<file path="src/rtl/spi_lcd_slave_pkg.sv">
// Shared types and constants for the SPI LCD slave: FSM states, FIFO entry layout
// and the status-byte layout used when SPI_LCD_SLAVE_MISO_EN is defined.
package spi_lcd_slave_pkg;

  typedef enum logic {
    ST_IDLE  = 1'b0,
    ST_SHIFT = 1'b1
  } state_t;

  localparam int ENTRY_W      = 9;
  localparam int ENTRY_DC_BIT = 8;

  localparam int STAT_OVF_BIT = 7;
  localparam int STAT_LVL_MSB = 3;
  localparam int STAT_LVL_LSB = 0;

  function automatic logic [7:0] status_byte(input logic ovf, input logic [3:0] lvl);
    logic [7:0] s;
    s = '0;
    s[STAT_OVF_BIT] = ovf;
    s[STAT_LVL_MSB:STAT_LVL_LSB] = lvl;
    return s;
  endfunction

endpackage

</file>
<file path="src/rtl/spi_lcd_rx_fifo.sv">
// Receive FIFO for the SPI LCD slave: power-of-2 depth, wrapping pointers, level count.
// A pop on empty is ignored; a push on full is ignored unless a pop frees a slot that cycle.
module spi_lcd_rx_fifo
  import spi_lcd_slave_pkg::*;
#(
  parameter int DEPTH = 4,
  parameter int WIDTH = ENTRY_W
) (
  input  logic                     gclk,
  input  logic                     greset,
  input  logic                     i_push,
  input  logic [WIDTH-1:0]         i_wr_data,
  input  logic                     i_pop,
  output logic [WIDTH-1:0]         o_rd_data,
  output logic                     o_full,
  output logic                     o_empty,
  output logic [$clog2(DEPTH):0]   o_level
);

  localparam int AW = $clog2(DEPTH);
  localparam logic [AW:0] LVL_FULL = DEPTH[AW:0];

  logic [WIDTH-1:0] r_mem [DEPTH];
  logic [AW-1:0]    r_wr_ptr;
  logic [AW-1:0]    r_rd_ptr;
  logic [AW:0]      r_level;
  logic             w_do_pop;
  logic             w_do_push;

  assign o_full    = (r_level == LVL_FULL);
  assign o_empty   = (r_level == '0);
  assign o_level   = r_level;
  assign o_rd_data = r_mem[r_rd_ptr];

  assign w_do_pop  = i_pop & ~o_empty;
  assign w_do_push = i_push & (~o_full | w_do_pop);

  always_ff @(posedge gclk or posedge greset) begin
    if (greset) begin
      for (int i = 0; i < DEPTH; i++) r_mem[i] <= '0;
      r_wr_ptr <= '0;
      r_rd_ptr <= '0;
      r_level  <= '0;
    end else begin
      if (w_do_push) begin
        r_mem[r_wr_ptr] <= i_wr_data;
        r_wr_ptr        <= r_wr_ptr + AW'(1);
      end
      if (w_do_pop) r_rd_ptr <= r_rd_ptr + AW'(1);
      case ({w_do_push, w_do_pop})
        2'b10:   r_level <= r_level + (AW+1)'(1);
        2'b01:   r_level <= r_level - (AW+1)'(1);
        default: r_level <= r_level;
      endcase
    end
  end

endmodule

</file>
<file path="src/rtl/spi_lcd_slave.sv">
// SPI mode-0 slave that collects LCD command/data bytes into a FIFO, oversampled on gclk.
// Define SPI_LCD_SLAVE_MISO_EN to return a status byte on miso_out; otherwise miso_out is 0.
//
// state    | meaning
// ST_IDLE  | nss high, waiting for a synced nss falling edge
// ST_SHIFT | nss low, shifting mosi on synced sclk rising edges
module spi_lcd_slave
  import spi_lcd_slave_pkg::*;
#(
  parameter int FIFO_DEPTH  = 4,
  parameter int SYNC_STAGES = 2
) (
  input  logic                          gclk,
  input  logic                          greset,
  input  logic                          sclk_in,
  input  logic                          nss_in,
  input  logic                          mosi_in,
  input  logic                          dc_in,
  output logic                          miso_out,
  output logic [7:0]                    rx_data,
  output logic                          rx_dc,
  output logic                          rx_valid,
  input  logic                          rx_ready,
  output logic [$clog2(FIFO_DEPTH):0]   fifo_level,
  output logic                          overflow,
  input  logic                          overflow_clr,
  output logic                          frame_err
);

  // synchronizer lanes {dc, mosi, nss, sclk}; idle is nss high, everything else low
  localparam logic [3:0] SYNC_IDLE = 4'b0010;

  logic [3:0]          r_sync [SYNC_STAGES];
  logic [3:0]          w_sync;
  logic                w_sclk_s;
  logic                w_nss_s;
  logic                w_mosi_s;
  logic                w_dc_s;

  logic                r_sclk_d;
  logic                r_nss_d;
  logic                r_sclk_rise;
  logic                r_nss_rise;
  logic                r_nss_fall;
  logic                r_mosi_q;
  logic                r_dc_q;

  state_t              r_state;
  state_t              w_state_nx;
  logic [2:0]          r_bit_cnt;
  logic [2:0]          w_bit_cnt_nx;
  logic [7:0]          r_shift;
  logic [7:0]          w_shift_nx;
  logic                w_push;
  logic                w_frame_err;
  logic                r_frame_err;
  logic                r_overflow;

  logic [ENTRY_W-1:0]  w_push_entry;
  logic [ENTRY_W-1:0]  w_rd_entry;
  logic                w_full;
  logic                w_empty;
  logic                w_pop_ok;
  logic                w_drop;
  logic [$clog2(FIFO_DEPTH):0] w_level;

  assign w_sync   = r_sync[SYNC_STAGES-1];
  assign w_sclk_s = w_sync[0];
  assign w_nss_s  = w_sync[1];
  assign w_mosi_s = w_sync[2];
  assign w_dc_s   = w_sync[3];

  always_ff @(posedge gclk or posedge greset) begin
    if (greset) begin
      for (int i = 0; i < SYNC_STAGES; i++) r_sync[i] <= SYNC_IDLE;
      r_sclk_d    <= 1'b0;
      r_nss_d     <= 1'b1;
      r_sclk_rise <= 1'b0;
      r_nss_rise  <= 1'b0;
      r_nss_fall  <= 1'b0;
      r_mosi_q    <= 1'b0;
      r_dc_q      <= 1'b0;
    end else begin
      r_sync[0] <= {dc_in, mosi_in, nss_in, sclk_in};
      for (int i = 1; i < SYNC_STAGES; i++) r_sync[i] <= r_sync[i-1];
      r_sclk_d    <= w_sclk_s;
      r_nss_d     <= w_nss_s;
      r_sclk_rise <= w_sclk_s & ~r_sclk_d;
      r_nss_rise  <= w_nss_s & ~r_nss_d;
      r_nss_fall  <= ~w_nss_s & r_nss_d;
      // data lanes captured with the edge pulse so shift and push see one aligned sample
      r_mosi_q    <= w_mosi_s;
      r_dc_q      <= w_dc_s;
    end
  end

  always_ff @(posedge gclk or posedge greset) begin
    if (greset) begin
      r_state     <= ST_IDLE;
      r_bit_cnt   <= 3'd0;
      r_shift     <= 8'd0;
      r_frame_err <= 1'b0;
    end else begin
      r_state     <= w_state_nx;
      r_bit_cnt   <= w_bit_cnt_nx;
      r_shift     <= w_shift_nx;
      r_frame_err <= w_frame_err;
    end
  end

  always_comb begin
    w_state_nx   = r_state;
    w_bit_cnt_nx = r_bit_cnt;
    w_shift_nx   = r_shift;
    w_push       = 1'b0;
    w_frame_err  = 1'b0;
    case (r_state)
      ST_IDLE: begin
        if (r_nss_fall) begin
          w_state_nx   = ST_SHIFT;
          w_bit_cnt_nx = 3'd0;
        end
      end
      ST_SHIFT: begin
        if (r_nss_rise) begin
          w_state_nx   = ST_IDLE;
          w_bit_cnt_nx = 3'd0;
          w_frame_err  = (r_bit_cnt != 3'd0);
        end else if (r_sclk_rise) begin
          w_shift_nx   = {r_shift[6:0], r_mosi_q};
          w_bit_cnt_nx = r_bit_cnt + 3'd1;
          w_push       = (r_bit_cnt == 3'd7);
        end
      end
      default: w_state_nx = ST_IDLE;
    endcase
  end

  assign w_push_entry = {r_dc_q, r_shift[6:0], r_mosi_q};
  assign w_pop_ok     = rx_ready & ~w_empty;
  assign w_drop       = w_push & w_full & ~w_pop_ok;

  spi_lcd_rx_fifo #(
    .DEPTH (FIFO_DEPTH),
    .WIDTH (ENTRY_W)
  ) u_fifo (
    .gclk      (gclk),
    .greset    (greset),
    .i_push    (w_push),
    .i_wr_data (w_push_entry),
    .i_pop     (rx_ready),
    .o_rd_data (w_rd_entry),
    .o_full    (w_full),
    .o_empty   (w_empty),
    .o_level   (w_level)
  );

  // a fresh drop wins over a same-cycle clear
  always_ff @(posedge gclk or posedge greset) begin
    if (greset)            r_overflow <= 1'b0;
    else if (w_drop)       r_overflow <= 1'b1;
    else if (overflow_clr) r_overflow <= 1'b0;
  end

  assign rx_data    = w_rd_entry[7:0];
  assign rx_dc      = w_rd_entry[ENTRY_DC_BIT];
  assign rx_valid   = ~w_empty;
  assign fifo_level = w_level;
  assign overflow   = r_overflow;
  assign frame_err  = r_frame_err;

`ifdef SPI_LCD_SLAVE_MISO_EN
  logic       r_sclk_fall;
  logic [7:0] r_tx_shift;
  logic       w_tx_load;

  assign w_tx_load = ((r_state == ST_IDLE) & r_nss_fall) | w_push;

  // the fall closing a byte sees bit count 0 and leaves the freshly loaded MSB in place
  always_ff @(posedge gclk or posedge greset) begin
    if (greset) begin
      r_sclk_fall <= 1'b0;
      r_tx_shift  <= 8'd0;
    end else begin
      r_sclk_fall <= ~w_sclk_s & r_sclk_d;
      if (w_tx_load)
        r_tx_shift <= status_byte(r_overflow, 4'(w_level));
      else if ((r_state == ST_SHIFT) && r_sclk_fall && (r_bit_cnt != 3'd0))
        r_tx_shift <= {r_tx_shift[6:0], 1'b0};
    end
  end

  assign miso_out = r_tx_shift[7];
`else
  assign miso_out = 1'b0;
`endif

endmodule

</file>
<file path="config.mk">
export PLATFORM = sky130hd
export DESIGN_NAME = spi_lcd_slave
export DESIGN_NICKNAME = d
export VERILOG_FILES = /design/src/rtl/spi_lcd_slave_pkg.sv /design/src/rtl/spi_lcd_rx_fifo.sv /design/src/rtl/spi_lcd_slave.sv
export SDC_FILE = /design/constraint.sdc
export NUM_CORES = 1
export LEC_CHECK = 0
export BUFFER_PORTS_ARGS = -buffer_cell sky130_fd_sc_hd__buf_4
export CAP_MARGIN = 40
export CORE_ASPECT_RATIO = 1.5
export CORE_MARGIN = 5
export CORE_UTILIZATION = 53
export CTS_CLUSTER_SIZE = 40
export DETAILED_ROUTE_END_ITERATION = 10
export HOLD_SLACK_MARGIN = 0.03
export PLACE_DENSITY_LB_ADDON = 0.05
export SLEW_MARGIN = 10
export SYNTH_ARGS = -nofsm -noshare
export SYNTH_HDL_FRONTEND = slang
export SYNTH_SLANG_ARGS = --single-unit
</file>
<file path="constraint.sdc">
create_clock -name gclk -period 2.2 [get_ports gclk]
set_input_delay 0.55 -clock gclk [delete_from_list [all_inputs] [get_ports gclk]]
set_output_delay 0.55 -clock gclk [all_outputs]
set_load 0.02 [all_outputs]
</file>
==> qor.yml, run 1 <==
yosys:
  synth.area.top_cells: "dfrtp_1 (58%), mux2_2 (16%), mux4_2 (6.9%)"
  synth-seq-area-share_pct: 60.50
  synth_mux_area_share_pct: 24.06
  synth_fp_nets: 207
  yosysUniqueCellTypes: 30
  synth_top_family_by_area: "multiplexers"
  yosysWarnings: 0
  syn_inst: 191
  synth_top_area_share_pct: 57.82
  synth-adder-area-share_pct: 3.656
  avgSynthCellArea_sq_um: 15.41
  synth_xor_area_share_pct: 1.488
  syn_area_sq_mm: 0.002943
  yosys.area_share.simple_pct: 4.677
  yosysTopAreaCell: "dfrtp_1"
  ys_ff_latch: 71
  synth_compound_area_share_pct: 3.486
finish:
  final_cell_mix: "dfrtp_1 (66), mux2_2 (41), buf_4 (33)"
  multiInputGateArea_sq_mm: 0.001109
  final_cells: 308
  final_nets: 249
  seq_area_sq_mm: 0.001783
  final.fill_count: 433
  drive_above_1_share_pct: 47.90
  layout_commonest_cell: "dfrtp_1"
  area_growth_pct: 17.86
  antenna_cells: 0
floorplan:
  chipWidth_microns: 70.84
  die_h_microns: 101.3
  rows: 33
  io_pins: 24
  die-area_sq_mm: 0.007173
  initial_core_util_pct: 53.99
  core-area_sq_mm: 0.005450
setup_path:
  r2r-end: "u_fifo.o_level[1]$_DFFE_PP0P_"
  critical_path_arrival_ns: 1.58
  crit_type: "flop to output port"
  cpLargestDelayFamily: "multiplexers"
  critPathMaxFanout: 8
  worst-r2r-setup-slack_ns: 0.11
  r2r_cells: 6
  reg2reg_from: "r_bit_cnt[0]$_DFFE_PP0P_"
  cp-end-kind: "output port"
  crit_buf_inv: 1
  cp-start-kind: "flop"
  cpPeakStageDelay_ns: 0.55
  required_ns: 1.65
  cp_slowest_cell: "mux4_2"
  worstPathCellList: "mux4_2, buf_4"
timing:
  whs_ns: 0.3094
  finClkSkew_ns: 0.006087
  fin_crit_sh_pct: 96.91
  max_freq_ghz: 0.4691
  slew_viol_final: 0
  tns_ns: 0
  relSlewSlack_pct: 52.82
  worst-slew-pin-transition_ns: 0.7062
  setup-violations-final: 0
  hold_viol_final: 0
  rsz0062_at_grt: "no"
  period_minus_slack_ns: 2.132
hold_path:
  whs_endpoint: "r_sync[5]$_DFF_PP1_"
  hold_path.startpoint: "nss_in"
  min_path_type: "input pin to flop"
  hold_depth: 1
placement:
  portBuffers: 22
  gp_congestion: 0.7420
  place_hpwl_microns: 3787
  dp.cells: 287
detailed_routing:
  wire_per_inst_microns: 17.39
  drt-total-wl_microns: 5357
  vias: 1676
  viasPerCell: 5.442
  ant_nets: 0
  drt_first_pass_iters: 4
  drc_errors: 0
  drtIter0Drc: 93
grt:
  grt_usage_pct: 17.26
  gr-total-overflow: 0
  first_global_vias: 1934
  grt_pass1_wl_microns: 9321
  antenna_found_initial: 0
  grt_max_degree: 33
cts:
  cts_buffers: 9
  htree_levels: 3
  cts_tree: "built"
  root_buffer: "clkbuf_8"
  cts_max_path_buffers: 2
  clkSlewWorstSetupHoldPaths_ns: 0.08
  ctsHoldBuffers: 0
  cts_sinks: 71
  clock_latency_ns: 0.34
power_and_ir_drop:
  p_leak_uw: 0.001693
  p_per_area_mw_per_mm2: 917.8
  ir_drop_mv: 0.5533
outcome:
  status: "complete, no violations"
run:
  drv_cap: 0
-- registers in the layout, indices dropped and copies added (netlist names), 2 cells and up --
name,flops
u_fifo.o_level,3
r_shift,7
u_fifo.r_rd_ptr,2
r_sync,4
w_sync,4
r_bit_cnt,3
u_fifo.r_mem,36
u_fifo.r_wr_ptr,2
-- worst max-delay path by stage --
stage                                    from  slack, ns  cells past startpoint                       endpoint
2_1_floorplan   u_fifo.o_level[2]$_DFFE_PP0P_       0.22                      5  u_fifo.o_level[2]$_DFFE_PP0P_
3_3_place_gp         r_bit_cnt[0]$_DFFE_PP0P_       0.22                      7  u_fifo.o_level[2]$_DFFE_PP0P_
3_5_place_dp         r_bit_cnt[0]$_DFFE_PP0P_       0.13                      7  u_fifo.o_level[2]$_DFFE_PP0P_
4_1_cts        u_fifo.r_rd_ptr[0]$_DFFE_PP0P_      0.006                      2                     rx_data[1]
5_1_grt        u_fifo.r_rd_ptr[0]$_DFFE_PP0P_      0.002                      2                     rx_data[2]
6_report       u_fifo.r_rd_ptr[0]$_DFFE_PP0P_       0.07                      2                     rx_data[1]
-- stage by stage --
stage          cell area [sq um]  total power (uW)  worst slack (ns)  utilization [%]
2_1_floorplan               2947              2003            0.2231                -
3_3_place_gp                3247              2218            0.2218            59.57
3_5_place_dp                3247              2266            0.1273            59.57
4_1_cts                     3422              3178          0.005951            62.79
5_1_grt                     3468              3364          0.001529            63.64
6_report                    3468              3183           0.06804            63.64
-- logic make-up (layout without fill, tap and decap cells) --
logic type                 after synthesis  after routing
other                                    1              1
and+or+nand+nor                         25             25
buffers and inverters                   13             60
muxes                                   54             54
DFF                                     71             71
AOI/OAI and AO/OA                       14             14
xor gates and xnor gates                 5              5
adders and majority gates                8              8
-- per-layer routing --
metal	GRT usage (%)	wire, microns
met1	19.00	2114
met2	31.02	3010
met3	4.767	179
met4	7.381	52
met5	0	0
-- final cells by class --
class / count / area share (%)
clock inverters: 7 / 1.407
repair buffers: 35 / 8.045
flip-flops and latches: 71 / 51.41
multi-input cells: 107 / 31.96
well taps: 70 / 2.525
clock buffers: 9 / 3.571
inverters: 9 / 1.082
-- power by group --
part	internal (uW)	switching, uW
Clock	410	488
Sequential	1440	226
Combinational	356	268
-- cells in the mapped netlist --
library cell / n
a21oi_1: 2
a31oi_4: 1
a41o_1: 1
and4b_1: 1
buf_2: 2
buf_4: 2
conb_1: 1
dfrtp_1: 68
dfstp_2: 3
fa_1: 1
ha_1: 7
inv_1: 9
mux2_1: 3
mux2_2: 41
mux2i_1: 1
mux4_2: 9
nand2_1: 5
nand2_2: 4
nand2b_1: 1
nand3_1: 3
nand3b_1: 1
nand4b_1: 1
nor2_1: 4
nor2b_1: 4
o211ai_1: 2
o21ai_0: 6
o31a_1: 1
o31ai_1: 1
or3_1: 1
xnor2_1: 5
-- repair_timing --
item,CTS,global route
gates cloned,0,0
resized for setup,2,3
setup buffers,0,5
setup endpoints to repair,9,7
No activity file was read; power rests on OpenSTA's default activity.
==> run 2, diff against run 1 <==
- REMOVE_ABC_BUFFERS: default -> 1
- SYNTH_HIERARCHICAL: default -> 1
==> qor.yml, run 2 <==
outcome:
  status: "complete, no violations"
power_and_ir_drop:
  power_frac_comb_pct: 17.8
  power_frac_seq_pct: 46.9
  p_per_area_mw_per_mm2: 970.9
  p_int_uw: 2556
  switching_share_pct: 27.03
  p_leak_uw: 0.001761
  p_sw_uw: 946.5
  p_clk_share_pct: 35.3
  ir_drop_mv: 0.6953
cts:
  ctsHoldBuffers: 0
  htree_levels: 3
  cts_buffers: 9
  cts_max_path_buffers: 2
  cts_tree: "built"
  clock_latency_ns: 0.35
  clkSlewWorstSetupHoldPaths_ns: 0.07
  root_buffer: "clkbuf_8"
  cts_sinks: 71
placement:
  place_hpwl_microns: 3675
  portBuffers: 22
  gp_congestion: 0.8510
yosys:
  synth_most_common_cell: "dfrtp_1"
  synth-main-ff-cell: "dfrtp_1"
  synth-seq-area-share_pct: 59.19
  yosysUniqueCellTypes: 32
  async_reset_ff_share_pct: 100.0
  yosysWarnings: 6
  netlist_top_cells_count: "dfrtp_1 (68), mux2_2 (44), inv_1 (15), mux4_2 (9), ha_1 (8)"
  synth.area.top_cells: "dfrtp_1 (57%), mux2_2 (16%), mux4_2 (6.7%)"
  ys_ff_latch: 71
  synth_top_area_share_pct: 56.57
  avgSynthCellArea_sq_um: 15.43
  synth-edff-count: 0
  syn_area_sq_mm: 0.003008
  yosysTopAreaCell: "dfrtp_1"
  syn_inst: 195
setup_path:
  required_ns: 1.65
  cp-start-kind: "flop"
  crit_type: "flop to output port"
  critPathMaxFanout: 10
  critical_path_arrival_ns: 1.61
  cp-end-kind: "output port"
run:
  drv_cap: 0
finish:
  multiInputGateArea_sq_mm: 0.001170
  largest_reg_flops: 36
  final_util_pct: 65.69
  seq_area_sq_mm: 0.001780
  layout_commonest_cell: "dfrtp_1"
  regMostFlops: "u_fifo/r_mem"
  drive_above_1_share_pct: 48.97
  top_regs: "u_fifo/r_mem: 36 flops, r_shift: 7 flops"
  final_cell_mix: "dfrtp_1 (68), mux2_2 (44), buf_4 (35)"
  final.fill_count: 402
  area_growth_pct: 19.93
  antenna_cells: 0
  final_nets: 255
grt:
  first_global_vias: 1931
  grt_pass1_wl_microns: 9370
  gr-total-overflow: 0
  grt_usage_pct: 17.56
  antenna_found_initial: 0
  grt_max_degree: 44
timing:
  setup-violations-final: 0
  max_freq_ghz: 0.4638
  relSlewSlack_pct: 63.63
  whs_ns: 0.2702
  hold_viol_final: 0
  period_minus_slack_ns: 2.156
  fin_crit_sh_pct: 98.01
  tns_ns: 0
  worst-slew-pin-transition_ns: 0.5455
  slew_viol_final: 0
  finClkSkew_ns: 0.006569
detailed_routing:
  drtIter0Drc: 73
  viasPerCell: 5.431
  vias: 1700
  drc_errors: 0
  ant_nets: 0
  wire_per_inst_microns: 17.70
  drt_first_pass_iters: 4
  drt-total-wl_microns: 5540
floorplan:
  io_pins: 24
  die_h_microns: 102.3
  rows: 33
  chipWidth_microns: 71.51
  core-area_sq_mm: 0.005492
  die-area_sq_mm: 0.007313
  initial_core_util_pct: 54.77
hold_path:
  min_path_type: "input pin to asynchronous set/reset pin"
[run 2: path summary, 6_finish.rpt]
kind / startpoint / to / slack (ns) / cells past startpoint
setup / recovery: u_fifo/r_rd_ptr[1]$_DFFE_PP0P_ / rx_data[2] / 0.04 / 2
hold / removal: greset / w_sync[0]$_DFF_PP0_ / 0.27 / 3
setup reg to reg: r_bit_cnt[0]$_DFFE_PP0P_ / u_fifo/o_level[2]$_DFFE_PP0P_ / 0.13 / 11
hold reg to reg: w_sync[2]$_DFF_PP0_ / r_mosi_q$_DFF_PP0_ / 0.35 / 0
max in group asynchronous: greset / u_fifo/o_level[0]$_DFFE_PP0P_ / 1.47 / 3
min in group gclk: dc_in / r_sync[7]$_DFF_PP0_ / 0.31 / 1
[run 2: stage by stage]
step                      instance area, sq um  cells  worst slack (ns)  total power [uW]
after detailed placement                  3319    294           0.01734              2247
after global placement                    3319    294           0.06014              2217
after global routing                      3607    313        -0.0003333              3681
after CTS                                 3572    311          0.006434              3512
after floorplan                           2984    191           0.01984              2007
final                                     3607    313           0.04382              3502
[run 2: area by class of cell]
cell class | instances | area share [%]
Sequential cell | 71 | 49.36
Clock inverter | 3 | 2.497
Clock buffer | 13 | 4.128
Inverter | 15 | 1.561
Multi-Input combinational cell | 105 | 32.43
Timing Repair Buffer | 36 | 7.596
Tap cell | 70 | 2.428
[run 2: power by group through the flow]
stage	Sequential, uW	Combinational, uW	Clock, uW
after CTS	1640	605	1260
after global placement	1650	562	0
after global routing	1660	684	1330
after floorplan	1670	337	0
final	1640	622	1240
after detailed placement	1670	579	0
[run 2: cell families after synthesis]
kind of cell / count (synthesis) / share of synthesized area, %
compound gates: 7 / 1.955
xor+xnor: 6 / 1.747
fa+ha+maj: 9 / 3.994
buf+inv: 19 / 2.662
flops: 71 / 59.19
mux: 55 / 23.88
other cells: 1 / 0.1247
simple gates: 27 / 6.448
[run 2: per-layer routing]
layer / share of wire (%) / vias to the layer above / track usage [%] / routed length, microns
met4: 2.6 / 0 / 10.27 / 146
met1: 38 / 892 / 19.08 / 2124
met5: 0 / - / 0 / 0
met3: 2.7 / 11 / 3.150 / 152
met2: 56 / 27 / 31.66 / 3117
li1: - / 770 / - / -
[run 2: timing repair]
action / 4_1_cts / 5_1_grt
endpoints found under the setup margin: 7 / 2
cloned: 0 / 0
setup buffers: 1 / 2
resized for setup: 2 / 5
hold endpoints to repair: 0 / 0
pin swaps: 0 / 1
[run 2: critical path, cell delays in order (launching register included)]
cell and delay [ns]:
dfrtp_1 0.68, mux4_2 0.40, buf_4 0.17
==> run 3, diff against run 2 <==
- CELL_PAD_IN_SITES_DETAIL_PLACEMENT: default -> 2
- CELL_PAD_IN_SITES_GLOBAL_PLACEMENT: default -> 2
- CORE_UTILIZATION: 53 -> 39
==> qor.yml, run 3 (synthesized netlist as in run 2, its figures left out) <==
timing:
  whs_ns: 0.3111
  slew_viol_final: 0
  period_minus_slack_ns: 2.133
  tns_ns: 0
  hold_viol_final: 0
  setup-violations-final: 0
  relSlewSlack_pct: 62.31
  worst-slew-pin-transition_ns: 0.5654
  fin_crit_sh_pct: 96.94
  max_freq_ghz: 0.4689
  finClkSkew_ns: 0.006968
  setup_slack_ns: 0.06735
placement:
  place_area_sq_mm: 0.003379
  gp_congestion: 0.8412
  portBuffers: 22
  place_hpwl_microns: 4640
  place_ws_ns: -0.04435
detailed_routing:
  viasPerCell: 4.986
  drc_errors: 0
  drtIter0Drc: 52
  drt-total-wl_microns: 6541
  wire_per_inst_microns: 18.96
  drt_first_pass_iters: 3
  vias: 1720
  ant_nets: 0
outcome:
  status: "complete, no violations"
setup_path:
  critPathMaxFanout: 3
  required_ns: 2.40
  cp-start-kind: "flop"
  crit_type: "flop to flop"
  crit_path_start: "r_bit_cnt[1]$_DFFE_PP0P_"
  cp-end-kind: "flop"
  r2r_cells: 11
  critical_path_arrival_ns: 2.34
  reg2reg_from: "r_bit_cnt[1]$_DFFE_PP0P_"
power_and_ir_drop:
  p_leak_uw: 0.001781
  p_per_area_mw_per_mm2: 990.2
  ir_drop_mv: 0.5737
grt:
  first_global_vias: 2145
  grt_pass1_wl_microns: 11030
  grt_max_degree: 44
  grt_usage_pct: 15.81
  gr-total-overflow: 0
  antenna_found_initial: 0
finish:
  antenna_cells: 0
  postLayoutCellArea_sq_mm: 0.003697
  largest_reg_flops: 36
  layout_commonest_cell: "dfrtp_1"
  area_growth_pct: 22.92
  final_cell_mix: "dfrtp_1 (68), mux2_2 (44), buf_4 (35)"
  final_nets: 255
  drive_above_1_share_pct: 50.21
  regMostFlops: "u_fifo/r_mem"
  top_regs: "u_fifo/r_mem: 36 flops, r_shift: 7 flops"
floorplan:
  initial_core_util_pct: 39.77
  core-area_sq_mm: 0.007564
  chipWidth_microns: 81.71
  io_pins: 24
  rows: 39
  die-area_sq_mm: 0.009605
  die_h_microns: 117.6
cts:
  cts_max_path_buffers: 2
  ctsHoldBuffers: 0
  htree_levels: 3
  clkSlewWorstSetupHoldPaths_ns: 0.05
  cts_sinks: 71
  cts_buffers: 9
  clock_latency_ns: 0.33
  cts_tree: "built"
  root_buffer: "clkbuf_16"
run:
  drv_cap: 0
hold_path:
  min_path_type: "input pin to asynchronous set/reset pin"
run 3: area by class of cell:
| type | count | area, sq um |
|---|---|---|
| clock buffer | 13 | 260.3 |
| clock inverter | 3 | 17.52 |
| fill | 733 | 3866 |
| inverter | 15 | 56.30 |
| multi-input combinational | 105 | 1172 |
| sequential | 71 | 1780 |
| tap | 102 | 127.6 |
| timing repair buffer | 36 | 282.8 |
run 3: report_power, final:
part | leakage (uW) | total [uW] | switching, uW | internal (uW)
sequential | 0.000936 | 1640 | 206 | 1440
combinational | 0.000710 | 691 | 328 | 362
clock | 0.000136 | 1330 | 509 | 820
total | 0.00178 | 3660 | 1040 | 2620
run 3: final timing paths:
| path | slack, ns | endpoint |
|---|---|---|
| max | 0.07 | u_fifo/o_level[2]$_DFFE_PP0P_ |
| min | 0.31 | r_sync[6]$_DFF_PP0_ |
| max reg2reg | 0.07 | u_fifo/o_level[2]$_DFFE_PP0P_ |
| min reg2reg | 0.35 | w_sync[3]$_DFF_PP0_ |
| max in group asynchronous | 1.41 | u_fifo/r_mem[5]$_DFFE_PP0P_ |
| min in group gclk | 0.32 | r_sync[5]$_DFF_PP1_ |
run 3: stage by stage:
step	utilization, %	power, uW	std cells
2_1_floorplan	-	2007	191
3_3_place_gp	44.68	2255	327
3_5_place_dp	44.68	2321	327
4_1_cts	48.59	3706	345
5_1_grt	48.88	3862	345
6_report	48.88	3661	345
run 3: layer usage:
layer / vias up / wire length (microns) / global-route usage [%]
li1: 765 / - / -
met1: 910 / 2359 / 16.74
met2: 30 / 3813 / 27.96
met3: 15 / 178 / 2.833
met4: 0 / 189 / 9.563
met5: - / 0 / 0
run 3: worst max-delay path, cell delays in order, from the launching register on:
cell	delay, ns
dfrtp_1	0.37
ha_2	0.18
ha_2	0.18
inv_2	0.04
nor2_2	0.12
or2b_4	0.30
ha_4	0.17
inv_1	0.08
fa_2	0.21
xor2_1	0.16
nor2_1	0.07
xor2_1	0.14
run 3: timing repair:
| item | in CTS | in global routing |
|---|---|---|
| endpoints found under the hold margin | 0 | 0 |
| setup buffers | 2 | 0 |
| resized for setup | 1 | 7 |
| pin swaps | 0 | 2 |
| setup endpoints to repair | 5 | 2 |
